==> src/rtl/vip_edge_bbox_locator.sv <==
// rtl/vip_edge_bbox_locator.sv - per-frame edge-pixel count and bounding box of a binary video stream
module vip_edge_bbox_locator #(
    parameter int IMG_W      = 640,
    parameter int IMG_H      = 480,
    parameter int MIN_PIXELS = 16
) (
    input  logic        clk,
    input  logic        rst,
    input  logic        pre_frame_vsync,
    input  logic        pre_frame_href,
    input  logic        pre_frame_clken,
    input  logic        pre_img_bit,
    output logic        box_valid,
    output logic        box_found,
    output logic [10:0] box_x_min,
    output logic [10:0] box_x_max,
    output logic [10:0] box_y_min,
    output logic [10:0] box_y_max,
    output logic [19:0] edge_count
);

    localparam logic [10:0] X_LIMIT = 11'(IMG_W);
    localparam logic [10:0] Y_LAST  = 11'(IMG_H - 1);
    localparam logic [19:0] MIN_CNT = 20'(MIN_PIXELS);
    localparam logic [19:0] CNT_SAT = 20'hFFFFF;

    typedef enum logic {
        S_IDLE,
        S_ACTIVE
    } state_t;

    state_t      state;
    state_t      state_nxt;
    logic        vsync_d;
    logic        href_d;
    logic        vs_rise;
    logic        hr_fall;
    logic [10:0] x_cnt;
    logic [10:0] y_cnt;
    logic [19:0] acc_cnt;
    logic [10:0] acc_x_min;
    logic [10:0] acc_x_max;
    logic [10:0] acc_y_min;
    logic [10:0] acc_y_max;
    logic        do_clear;
    logic        do_publish;
    logic        pix_acc;
    logic        edge_acc;
    logic        line_end;
    logic        frame_found;

    assign vs_rise     = pre_frame_vsync & ~vsync_d;
    assign hr_fall     = href_d & ~pre_frame_href;
    assign frame_found = (acc_cnt >= MIN_CNT);

    // Delayed sync signals for edge detection
    always_ff @(posedge clk or posedge rst) begin
        if (rst) begin
            vsync_d <= 1'b0;
            href_d  <= 1'b0;
        end else begin
            vsync_d <= pre_frame_vsync;
            href_d  <= pre_frame_href;
        end
    end

    // Frame state register
    always_ff @(posedge clk or posedge rst) begin
        if (rst) begin
            state <= S_IDLE;
        end else begin
            state <= state_nxt;
        end
    end

    // Next state and per-cycle control; a frame start overrides a simultaneous final line end
    always_comb begin
        state_nxt  = state;
        do_clear   = 1'b0;
        do_publish = 1'b0;
        pix_acc    = 1'b0;
        line_end   = 1'b0;
        edge_acc   = 1'b0;
        if (vs_rise) begin
            do_clear  = 1'b1;
            state_nxt = S_ACTIVE;
        end else if (state == S_ACTIVE) begin
            pix_acc  = pre_frame_href & pre_frame_clken;
            edge_acc = pix_acc & pre_img_bit & (x_cnt < X_LIMIT);
            if (hr_fall) begin
                line_end = 1'b1;
                if (y_cnt == Y_LAST) begin
                    do_publish = 1'b1;
                    state_nxt  = S_IDLE;
                end
            end
        end
    end

    // Pixel position counters and per-frame accumulators
    always_ff @(posedge clk or posedge rst) begin
        if (rst) begin
            x_cnt     <= '0;
            y_cnt     <= '0;
            acc_cnt   <= '0;
            acc_x_min <= '1;
            acc_x_max <= '0;
            acc_y_min <= '1;
            acc_y_max <= '0;
        end else if (do_clear) begin
            x_cnt     <= '0;
            y_cnt     <= '0;
            acc_cnt   <= '0;
            acc_x_min <= '1;
            acc_x_max <= '0;
            acc_y_min <= '1;
            acc_y_max <= '0;
        end else begin
            if (line_end) begin
                x_cnt <= '0;
                y_cnt <= y_cnt + 11'd1;
            end else if (pix_acc && (x_cnt < X_LIMIT)) begin
                x_cnt <= x_cnt + 11'd1;
            end
            if (edge_acc) begin
                if (acc_cnt != CNT_SAT) begin
                    acc_cnt <= acc_cnt + 20'd1;
                end
                if (x_cnt < acc_x_min) begin
                    acc_x_min <= x_cnt;
                end
                if (x_cnt > acc_x_max) begin
                    acc_x_max <= x_cnt;
                end
                if (y_cnt < acc_y_min) begin
                    acc_y_min <= y_cnt;
                end
                if (y_cnt > acc_y_max) begin
                    acc_y_max <= y_cnt;
                end
            end
        end
    end

    // Result registers, loaded once per completed frame and held until the next one
    always_ff @(posedge clk or posedge rst) begin
        if (rst) begin
            box_valid  <= 1'b0;
            box_found  <= 1'b0;
            box_x_min  <= '0;
            box_x_max  <= '0;
            box_y_min  <= '0;
            box_y_max  <= '0;
            edge_count <= '0;
        end else begin
            box_valid <= do_publish;
            if (do_publish) begin
                box_found  <= frame_found;
                box_x_min  <= frame_found ? acc_x_min : 11'd0;
                box_x_max  <= frame_found ? acc_x_max : 11'd0;
                box_y_min  <= frame_found ? acc_y_min : 11'd0;
                box_y_max  <= frame_found ? acc_y_max : 11'd0;
                edge_count <= acc_cnt;
            end
        end
    end

endmodule

==> config.mk <==
export PLATFORM = sky130hd
export DESIGN_NAME = vip_edge_bbox_locator
export DESIGN_NICKNAME = d
export VERILOG_FILES = /design/src/rtl/vip_edge_bbox_locator.sv
export SDC_FILE = /design/constraint.sdc
export NUM_CORES = 1
export LEC_CHECK = 0
export ABC_AREA = 1
export ABC_CLOCK_PERIOD_IN_PS = 5600
export BUFFER_PORTS_ARGS = -buffer_cell sky130_fd_sc_hd__buf_2
export CORE_MARGIN = 4
export CORE_UTILIZATION = 60
export DETAILED_ROUTE_END_ITERATION = 7
export GPL_TIMING_DRIVEN = 1
export PLACE_DENSITY = 0.77
export SYNTH_ARGS = -nofsm -noshare
export SYNTH_HDL_FRONTEND = slang
export SYNTH_SLANG_ARGS = --single-unit
==> constraint.sdc <==
create_clock -name clk -period 5.6 [get_ports clk]
set_clock_uncertainty 0.1 [all_clocks]
set_input_delay 0.28 -clock clk [delete_from_list [all_inputs] [get_ports clk]]
set_output_delay 0.28 -clock clk [all_outputs]
set_load 0.05 [all_outputs]
==> results of run 1 <==
worst paths after layout:
kind                                   to  cells past startpoint             from
setup / recovery               acc_cnt[4]                     10  pre_frame_vsync
hold / removal             edge_count[15]                      2              rst
setup reg to reg               acc_cnt[4]                      7          vsync_d
hold reg to reg             acc_x_min[10]                      2    acc_x_min[10]
max in group asynchronous    box_x_min[4]                      3              rst
min in group clk                 x_cnt[1]                      7  pre_frame_clken
what timing repair did:
item	CTS	global route
hold endpoints to repair	2	0
setup endpoints to repair	0	0
buffers inserted	0	0
gates resized for setup	0	0
hold buffers	2	0
layer usage:
metal	vias to the layer above	global-route usage [%]	wire [um]
li1	3389	-	-
met1	3256	34.52	8698
met2	150	39.20	8730
met3	16	4.392	823
met4	0	7.015	228
met5	-	0	0
synthesized netlist by cell type:
| cell | number | area share, % |
|---|---|---|
| ha_1 | 46 | 7.0 |
| o21ai_0 | 36 | 2.2 |
| nor3_4 | 1 | 0.20 |
| nor3_1 | 6 | 0.36 |
| inv_6 | 1 | 0.11 |
| dfstp_2 | 22 | 7.0 |
| dfrtp_1 | 133 | 40 |
| o21ai_1 | 13 | 0.79 |
| nand4_1 | 31 | 2.3 |
| nand2_1 | 300 | 14 |
| nor2_1 | 66 | 3.0 |
| inv_2 | 3 | 0.14 |
| o21a_1 | 3 | 0.27 |
| xor2_1 | 9 | 0.95 |
| a21oi_1 | 20 | 1.2 |
| nand2_4 | 2 | 0.27 |
| nand2_2 | 1 | 0.076 |
| a221oi_1 | 3 | 0.32 |
| nor2_4 | 1 | 0.14 |
| inv_1 | 110 | 5.0 |
| nand3_1 | 109 | 6.6 |
| clkbuf_1 | 25 | 1.1 |
| and2_1 | 3 | 0.23 |
| buf_2 | 7 | 0.42 |
| o21ai_2 | 39 | 4.1 |
| buf_6 | 7 | 0.95 |
| a31oi_1 | 1 | 0.076 |
| a21o_1 | 5 | 0.45 |
| nor4_1 | 2 | 0.15 |
| nor2_2 | 2 | 0.15 |
| or2_2 | 5 | 0.38 |
critical path, cell delays in order:
cell and delay, ns:
dlygate4sd3_1 0.52, buf_2 0.10, inv_1 0.04, nor2_2 0.58
inv_2 0.29, nand2_1 0.59, nand2_1 0.68, inv_1 0.50
nand2_1 0.08, o21ai_1 0.09
report_power, final:
| group | leakage (nW) | switching (W) | total [W] | internal, W |
|---|---|---|---|---|
| combinational | 2.51 | 0.000203 | 0.000288 | 0.0000847 |
| clock | 0.305 | 0.000435 | 0.00123 | 0.000793 |
| sequential | 2.07 | 0.0000500 | 0.00124 | 0.00119 |
kinds of logic after synthesis:
logic type / after synthesis / synth area share, %
buf+inv: 153 / 7.760
fa+ha+maj: 46 / 6.972
simple gates: 529 / 27.55
compound gates: 120 / 9.442
flops: 155 / 47.32
xor+xnor: 9 / 0.9549
area by class of cell:
| class | instances | area [um2] | share of cell area [%] |
|---|---|---|---|
| Clock buffer | 26 | 499.2 | 5.367 |
| Tap cell | 176 | 220.2 | 2.367 |
| Inverter | 114 | 437.9 | 4.707 |
| Timing Repair Buffer | 76 | 397.9 | 4.277 |
| Multi-Input combinational cell | 704 | 3709 | 39.87 |
| Sequential cell | 155 | 3906 | 41.99 |
| Clock inverter | 6 | 132.6 | 1.426 |
through the flow:
stage,std cells,area [um2],hold slack [ns]
floorplan,1012,8255,0.2114
global placement,1223,8651,0.3037
detailed placement,1223,8651,0.3060
CTS,1257,9303,0.009171
global route,1257,9303,0.04226
finish,1257,9303,-0.04101
==> flow_metrics.tcl, run 1 <==
set metrics [dict create \
    wl_per_cell_um 14.70 \
    endpoint_kind "register" \
    avgSynthCellArea_um2 8.158 \
    area_growth_syn_to_layout_pct 12.69 \
    grt_usage_pct 24.46 \
    ys_ff_latch 155 \
    pin_count 72 \
    path_clk_slew_ns 0.06 \
    insertion_delay_ns 0.43 \
    powerDensity_nw_per_um2 295.8 \
    syn_inst 1012 \
    cts_tree "done" \
    route.antenna.remaining_nets 0 \
    worst_ep_arrival_time_ns 3.78 \
    grt_max_degree 110 \
    cts.sinks 155 \
    drive_gt1_share_pct 16.65 \
    fill_cells 1127 \
    layout_setup_ws_ns 2.069 \
    final_common_cell "nand2_1" \
    top_regs "acc_cnt: 20 flops, edge_count: 20 flops" \
    slew_headroom_pct 35.11 \
    cts_root_buffer "clkbuf_16" \
    num_rows 42 \
    nets 1120 \
    vias_per_cell 5.418 \
    cts-htree-levels 4 \
    mostFrequentLayoutCells "nand2_1, dfrtp_1, nand3_1" \
    cp_max_fo 29 \
    period_share_pct 63.05 \
    drt_pass1_iterations 7 \
    wl_um 18480 \
    worst_slew_pin_slew_ns 0.9734 \
    dr.first_iter.drc_count 505 \
    required_ns 5.85 \
    worstSetupPathType "in -> reg" \
    vdd_drop_max_v 0.0002212 \
    hp-class "in -> async" \
    final_util_pct 69.69 \
    hold-worst-slack_ns -0.04101 \
    num_vias 6811 \
    p_total_w 0.002752 \
    grt_setup_unrepaired "false" \
    design.die.area_um2 15700 \
    dieHeight_um 125.3 \
    portBuffers 71 \
    grt_remaining_overflow 0 \
    violations "negative hold slack" \
    yosysWarningCount 0 \
    initial_core_util_pct 61.85 \
    coreArea_um2 13350 \
    antenna_cells 0 \
    grt_pass1_wl_um 31480 \
    cp-start-kind "input port" \
    ys_seq_area_share_pct 47.32 \
    ff2ff_setup_slack_ns 2.19 \
    drv_slew 0 \
    die_w_um 125.3 \
    p_leak_nw 4.885 \
    syn-cell-area_um2 8255 \
    max_freq_ghz 0.2832 \
    post-route-drc-count 0 \
    hold_viol 26 \
    setup_viol 0 \
    outcome "finished, violations left" \
    cts_buffers 17 \
    syn_nets 1064 \
    gp_congestion 0.8959 \
    ctsLongestPathBuffers 2 \
    fin_setup_tns_ns 0 \
    ys_types 31 \
    antenna_found_initial 0 \
    preCtsSetupSlack_ns 2.136 \
    hpwl_um 12700 \
    grt_pass1_vias 6417 \
    min_period_ns 3.531 \
    max-cap-violations 0 \
]
No activity file was read; power rests on OpenSTA's default activity.
==> run 2: changes to the inputs <==
- ABC_CLOCK_PERIOD_IN_PS: 5600 -> 3350
- clock period: 5.6 -> 3.35 ns (I/O delays scaled with it)
==> run 2 against run 1 <==
- the flow now finishes without violations
- hold slack improved by 0.26 ns
- sequential share of layout area down 0.31 points
- sequential power up 66%
- global-route usage up 0.49 points
- design area up 0.74%
- highest routed layer unchanged
- wire length up 2.1%
- critical endpoint is now x_cnt[4]
==> flow_metrics.tcl, run 2 (same netlist as run 1, synthesis figures left out) <==
set metrics [dict create \
    route.antenna.remaining_nets 0 \
    slew_headroom_pct 44.17 \
    worst_ep_arrival_time_ns 2.69 \
    design.die.area_um2 15700 \
    grt_usage_pct 24.95 \
    hpwl_um 13060 \
    wl_per_cell_um 14.91 \
    drt_pass1_iterations 5 \
    initial_core_util_pct 61.85 \
    ff2ff_setup_slack_ns 0.96 \
    num_rows 42 \
    grt_setup_unrepaired "false" \
    drv_slew 0 \
    hold_viol 0 \
    cp_max_fo 67 \
    ctsLongestPathBuffers 2 \
    grt_max_degree 156 \
    cts_buffers 17 \
    grt_remaining_overflow 0 \
    fill_cells 1108 \
    final_util_pct 70.21 \
    fin_area_um2 9371 \
    dr.first_iter.drc_count 524 \
    fin_setup_tns_ns 0 \
    endpoint_kind "register" \
    reg2regPathDepth 10 \
    required_ns 3.56 \
    vias_per_cell 5.483 \
    portBuffers 71 \
    cts_resized 0 \
    final_cells 1265 \
    cts_setup_buffers 0 \
    crit_end "x_cnt[4]" \
    final_common_cell "nand2_1" \
    holdPathStages 7 \
    hp-class "in -> reg" \
    gp_congestion 0.9331 \
    post-route-drc-count 0 \
    cts-htree-levels 4 \
    pin_count 72 \
    nets 1128 \
    cp-start-kind "input port" \
    crit_path_start "pre_frame_vsync" \
    worstSetupPathType "in -> reg" \
    dieHeight_um 125.3 \
    setup_viol 0 \
    antenna_found_initial 0 \
    max-cap-violations 0 \
    cts_tree "done" \
    powerDensity_nw_per_um2 487.8 \
    grt_pass1_wl_um 32110 \
    cts.sinks 155 \
    p_leak_nw 4.926 \
    max_freq_ghz 0.4040 \
    drive_gt1_share_pct 17.36 \
    numPlacedInstances 1230 \
    mostFrequentLayoutCells "nand2_1, dfrtp_1, nand3_1" \
    path_clk_slew_ns 0.06 \
    worst_slew_pin_slew_ns 0.8374 \
    num_vias 6936 \
    insertion_delay_ns 0.43 \
    wl_um 18860 \
    area_growth_syn_to_layout_pct 13.52 \
    cts_hold_buf 3 \
    min_period_ns 2.475 \
    grt_pass1_vias 6619 \
    cts_root_buffer "clkbuf_16" \
    antenna_cells 0 \
    top_regs "acc_cnt: 20 flops, edge_count: 20 flops" \
    coreArea_um2 13350 \
    placed_cell_area_um2 8715 \
    period_share_pct 73.89 \
    die_w_um 125.3 \
    r2r-end "acc_cnt[8]" \
    vdd_drop_max_v 0.0003193 \
    outcome "completed" \
    reg2reg_from "acc_cnt[0]" \
]
==> run 2: per-stage QoR <==
step | total power (W) | setup slack [ns] | hold slack, ns
final | 0.004571 | 0.8746 | 0.2154
after global routing | 0.004776 | 0.7025 | 0.2554
after CTS | 0.004602 | 0.9023 | 0.1965
after detailed placement | 0.002587 | 0.9897 | 0.1930
after global placement | 0.002570 | 1.049 | 0.1906
after floorplan | 0.002454 | 1.142 | 0.09893
==> run 2: layer usage <==
metal | global-route usage [%] | routed length, um | vias to the layer above
li1 | - | - | 3411
met1 | 34.26 | 8408 | 3255
met2 | 39.32 | 8975 | 226
met3 | 4.904 | 1021 | 44
met4 | 10.01 | 458 | 0
met5 | 0 | 0 | -
==> run 2: how the worst min path moves through the flow <==
stage / startpoint / endpoint / slack (ns)
after global routing: pre_img_bit / acc_x_min[0] / 0.26
after floorplan: pre_frame_href / href_d / 0.1
final: pre_frame_clken / x_cnt[0] / 0.22
after CTS: pre_frame_clken / x_cnt[0] / 0.20
after global placement: pre_frame_vsync / vsync_d / 0.19
after detailed placement: pre_frame_vsync / vsync_d / 0.19
==> run 2: where the power goes <==
group	leakage [nW]	switching [W]	internal [W]
registers	2.07	0.0000804	0.00198
clock network	0.307	0.000715	0.00129
logic	2.55	0.000353	0.000151
==> run 2: cell type report <==
type | instances | area [um2] | area share, %
clock buffer | 26 | 519.2 | 5.541
clock inverter | 6 | 107.6 | 1.148
inverter | 114 | 436.7 | 4.660
tap | 176 | 220.2 | 2.350
timing repair buffer | 84 | 473.0 | 5.047
multi-input combinational | 704 | 3709 | 39.57
sequential | 155 | 3906 | 41.68
==> run 2: critical path: stages <==
cell	delay [ns]
dlygate4sd3_1	0.54
buf_2	0.13
inv_1	0.06
nor2_2	0.04
inv_2	0.25
buf_4	0.61
nand2_1	0.14
inv_1	0.17
nand2_1	0.21
nand2_1	0.15
nor2_1	0.05
o21a_1	0.17
==> run 3: changes to the inputs <==
- ABC_CLOCK_PERIOD_IN_PS: 3350 -> 2310
- clock period: 3.35 -> 2.31 ns (I/O delays scaled with it)
==> run 3 against run 2 <==
- die area did not move
- sequential power rose by 45%
- via count down 1.4%
- combinational power up 55%
- first-iteration DRC count fell by 14%
- wire length decreased by 2.4%
- critical endpoint is now acc_y_min[5]
- worst setup slack lost 0.62 ns
- global-route usage decreased by 0.17 points
- design area rose by 1.0%
- sequential share of layout area down 0.40 points
- register-to-register slack worse by 0.71 ns
- hold slack worse by 0.057 ns
==> flow_metrics.tcl, run 3 (same netlist as run 1, synthesis figures left out) <==
set metrics [dict create \
    outcome "completed" \
    cts.sinks 155 \
    period_share_pct 89.01 \
    p_leak_nw 4.965 \
    clkPwrFrac_pct 42.1 \
    grt_setup_unrepaired "false" \
    hpwl_um 12900 \
    cts-htree-levels 4 \
    vias_per_cell 5.357 \
    slowest_stage "dfstp_2" \
    r2r-end "acc_y_min[5]" \
    combPwrFrac_pct 12.0 \
    wl_met3_um 826 \
    dr.first_iter.drc_count 450 \
    min_period_ns 2.056 \
    slowest_delay_ns 0.53 \
    cts_buffers 17 \
    final_util_pct 70.91 \
    switching_share_pct 26.82 \
    top_regs "acc_cnt: 20 flops, edge_count: 20 flops" \
    die_w_um 125.3 \
    slew_headroom_pct 60.57 \
    path_clk_slew_ns 0.06 \
    ff2ff_setup_slack_ns 0.25 \
    ctsLongestPathBuffers 2 \
    met1Wirelength_um 8343 \
    post-route-drc-count 0 \
    cp-start-kind "register" \
    portBuffers 71 \
    powerDensity_nw_per_um2 686.4 \
    worst_slew_pin_slew_ns 0.5914 \
    design.die.area_um2 15700 \
    register_area_um2 3908 \
    max_freq_ghz 0.4864 \
    p_int_w 0.004755 \
    cts_tree "done" \
    wl_um 18400 \
    max-cap-violations 0 \
    coreArea_um2 13350 \
    reg2reg_from "acc_y_min[8]" \
    grt_usage_pct 24.78 \
    min_to "x_cnt[1]" \
    endpoint_kind "register" \
    hold_viol 0 \
    multi_input_area_um2 3714 \
    grt_pass1_vias 6556 \
    required_ns 2.58 \
    worstPathCellList "inv_1 -> ha_1 -> a21oi_1 -> nor2_1 -> nor2_1 -> nand3_1 -> nand2_1 -> nand3_1 -> nand2_1" \
    fin_setup_tns_ns 0 \
    wl_per_cell_um 14.42 \
    cp_max_fo 10 \
    insertion_delay_ns 0.43 \
    nets 1139 \
    reg2regPathDepth 9 \
    holdPathStages 7 \
    antenna_found_initial 0 \
    drt_pass1_iterations 5 \
    grt_remaining_overflow 0 \
    top_layer_used "met4" \
    routed-wl-met2_um 8817 \
    area_growth_syn_to_layout_pct 14.66 \
    grt_max_degree 91 \
    drive_gt1_share_pct 18.64 \
    vdd_drop_max_v 0.0004866 \
    mostFrequentLayoutCells "nand2_1, dfrtp_1, nand3_1" \
    grt_pass1_wl_um 31990 \
    initial_core_util_pct 61.85 \
    seq_power_share_pct 45.9 \
    cts_root_buffer "clkbuf_16" \
    route.antenna.remaining_nets 0 \
    hp-class "in -> reg" \
    antenna_cells 0 \
    drv_slew 0 \
    hp-start "pre_frame_clken" \
    final_common_cell "nand2_1" \
    worstSetupPathType "reg -> reg" \
    fill_cells 1109 \
    setup_viol 0 \
    dieHeight_um 125.3 \
    num_rows 42 \
    netSwitchingPower_w 0.001742 \
    pin_count 72 \
    num_vias 6836 \
    worst_ep_arrival_time_ns 2.33 \
    gp_congestion 0.9048 \
    cts_setup_buffers 0 \
]
==> run 3: cell count changes in the layout (fill, tap and decap cells not counted), sizes merged <==
cell and change:
buf +11, clkbuf -7, clkinv +4, clkinvlp +3
bufinv -1, inv +1
==> run 3: per-stage QoR <==
stage / hold WS (ns) / power [W] / instances / cell area (um2) / setup WS, ns
5_1_grt: 0.2182 / 0.006807 / 1276 / 9465 / 0.02490
2_1_floorplan: 0.04693 / 0.003558 / 1012 / 8259 / 0.1536
4_1_cts: 0.1359 / 0.006537 / 1276 / 9452 / 0.1571
3_5_place_dp: 0.1434 / 0.003791 / 1241 / 8835 / 0.1922
6_report: 0.1588 / 0.006497 / 1276 / 9465 / 0.2540
3_3_place_gp: 0.1386 / 0.003770 / 1241 / 8835 / 0.2669
==> run 3: final cells by class <==
class                           count  area share, %
Clock buffer                       19          4.679
Clock inverter                     13          1.520
Inverter                          114          4.613
Multi-Input combinational cell    704          39.23
Sequential cell                   155          41.28
Tap cell                          176          2.327
Timing Repair Buffer               95          6.345
==> run 3: worst max path at each step <==
stage,startpoint,end,slack (ns)
floorplan,rst,acc_cnt[0],0.15
global placement,acc_cnt[0],acc_cnt[11],0.27
detailed placement,y_cnt[0],edge_count[4],0.19
CTS,y_cnt[0],edge_count[4],0.16
global route,acc_x_min[6],acc_x_min[6],0.02
finish,acc_y_min[8],acc_y_min[5],0.25
==> run 3: repair_timing <==
action | 4_1_cts | 5_1_grt
endpoints found under the setup margin | 0 | 24
hold endpoints to repair | 136 | 0
resized for setup | 0 | 5
hold buffers | 3 | 0
==> run 3: metal layers <==
layer  vias to the layer above  global-route usage (%)
met4                         0                   8.737
met5                         -                       0
met1                      3194                   34.60
met3                        35                   3.881
li1                       3441                       -
met2                       166                   39.73
==> run 3: power by group through the flow <==
| stage | combinational [W] | sequential [W] | clock, W |
|---|---|---|---|
| 6_report | 0.000779 | 0.00298 | 0.00274 |
| 5_1_grt | 0.000898 | 0.00300 | 0.00291 |
| 4_1_cts | 0.000780 | 0.00298 | 0.00278 |
| 3_5_place_dp | 0.000764 | 0.00303 | 0 |
| 3_3_place_gp | 0.000746 | 0.00302 | 0 |
| 2_1_floorplan | 0.000555 | 0.00300 | 0 |
==> run 3: worst max-delay path: cells and delay by family (launching register included) <==
family | cells | cell delay (ns)
AND/OR/NAND/NOR | 6 | 0.82
buffers and inverters | 1 | 0.06
AO/OA/AOI/OAI | 1 | 0.18
adder cells (fa/ha/maj) | 1 | 0.31
flip-flops | 1 | 0.53
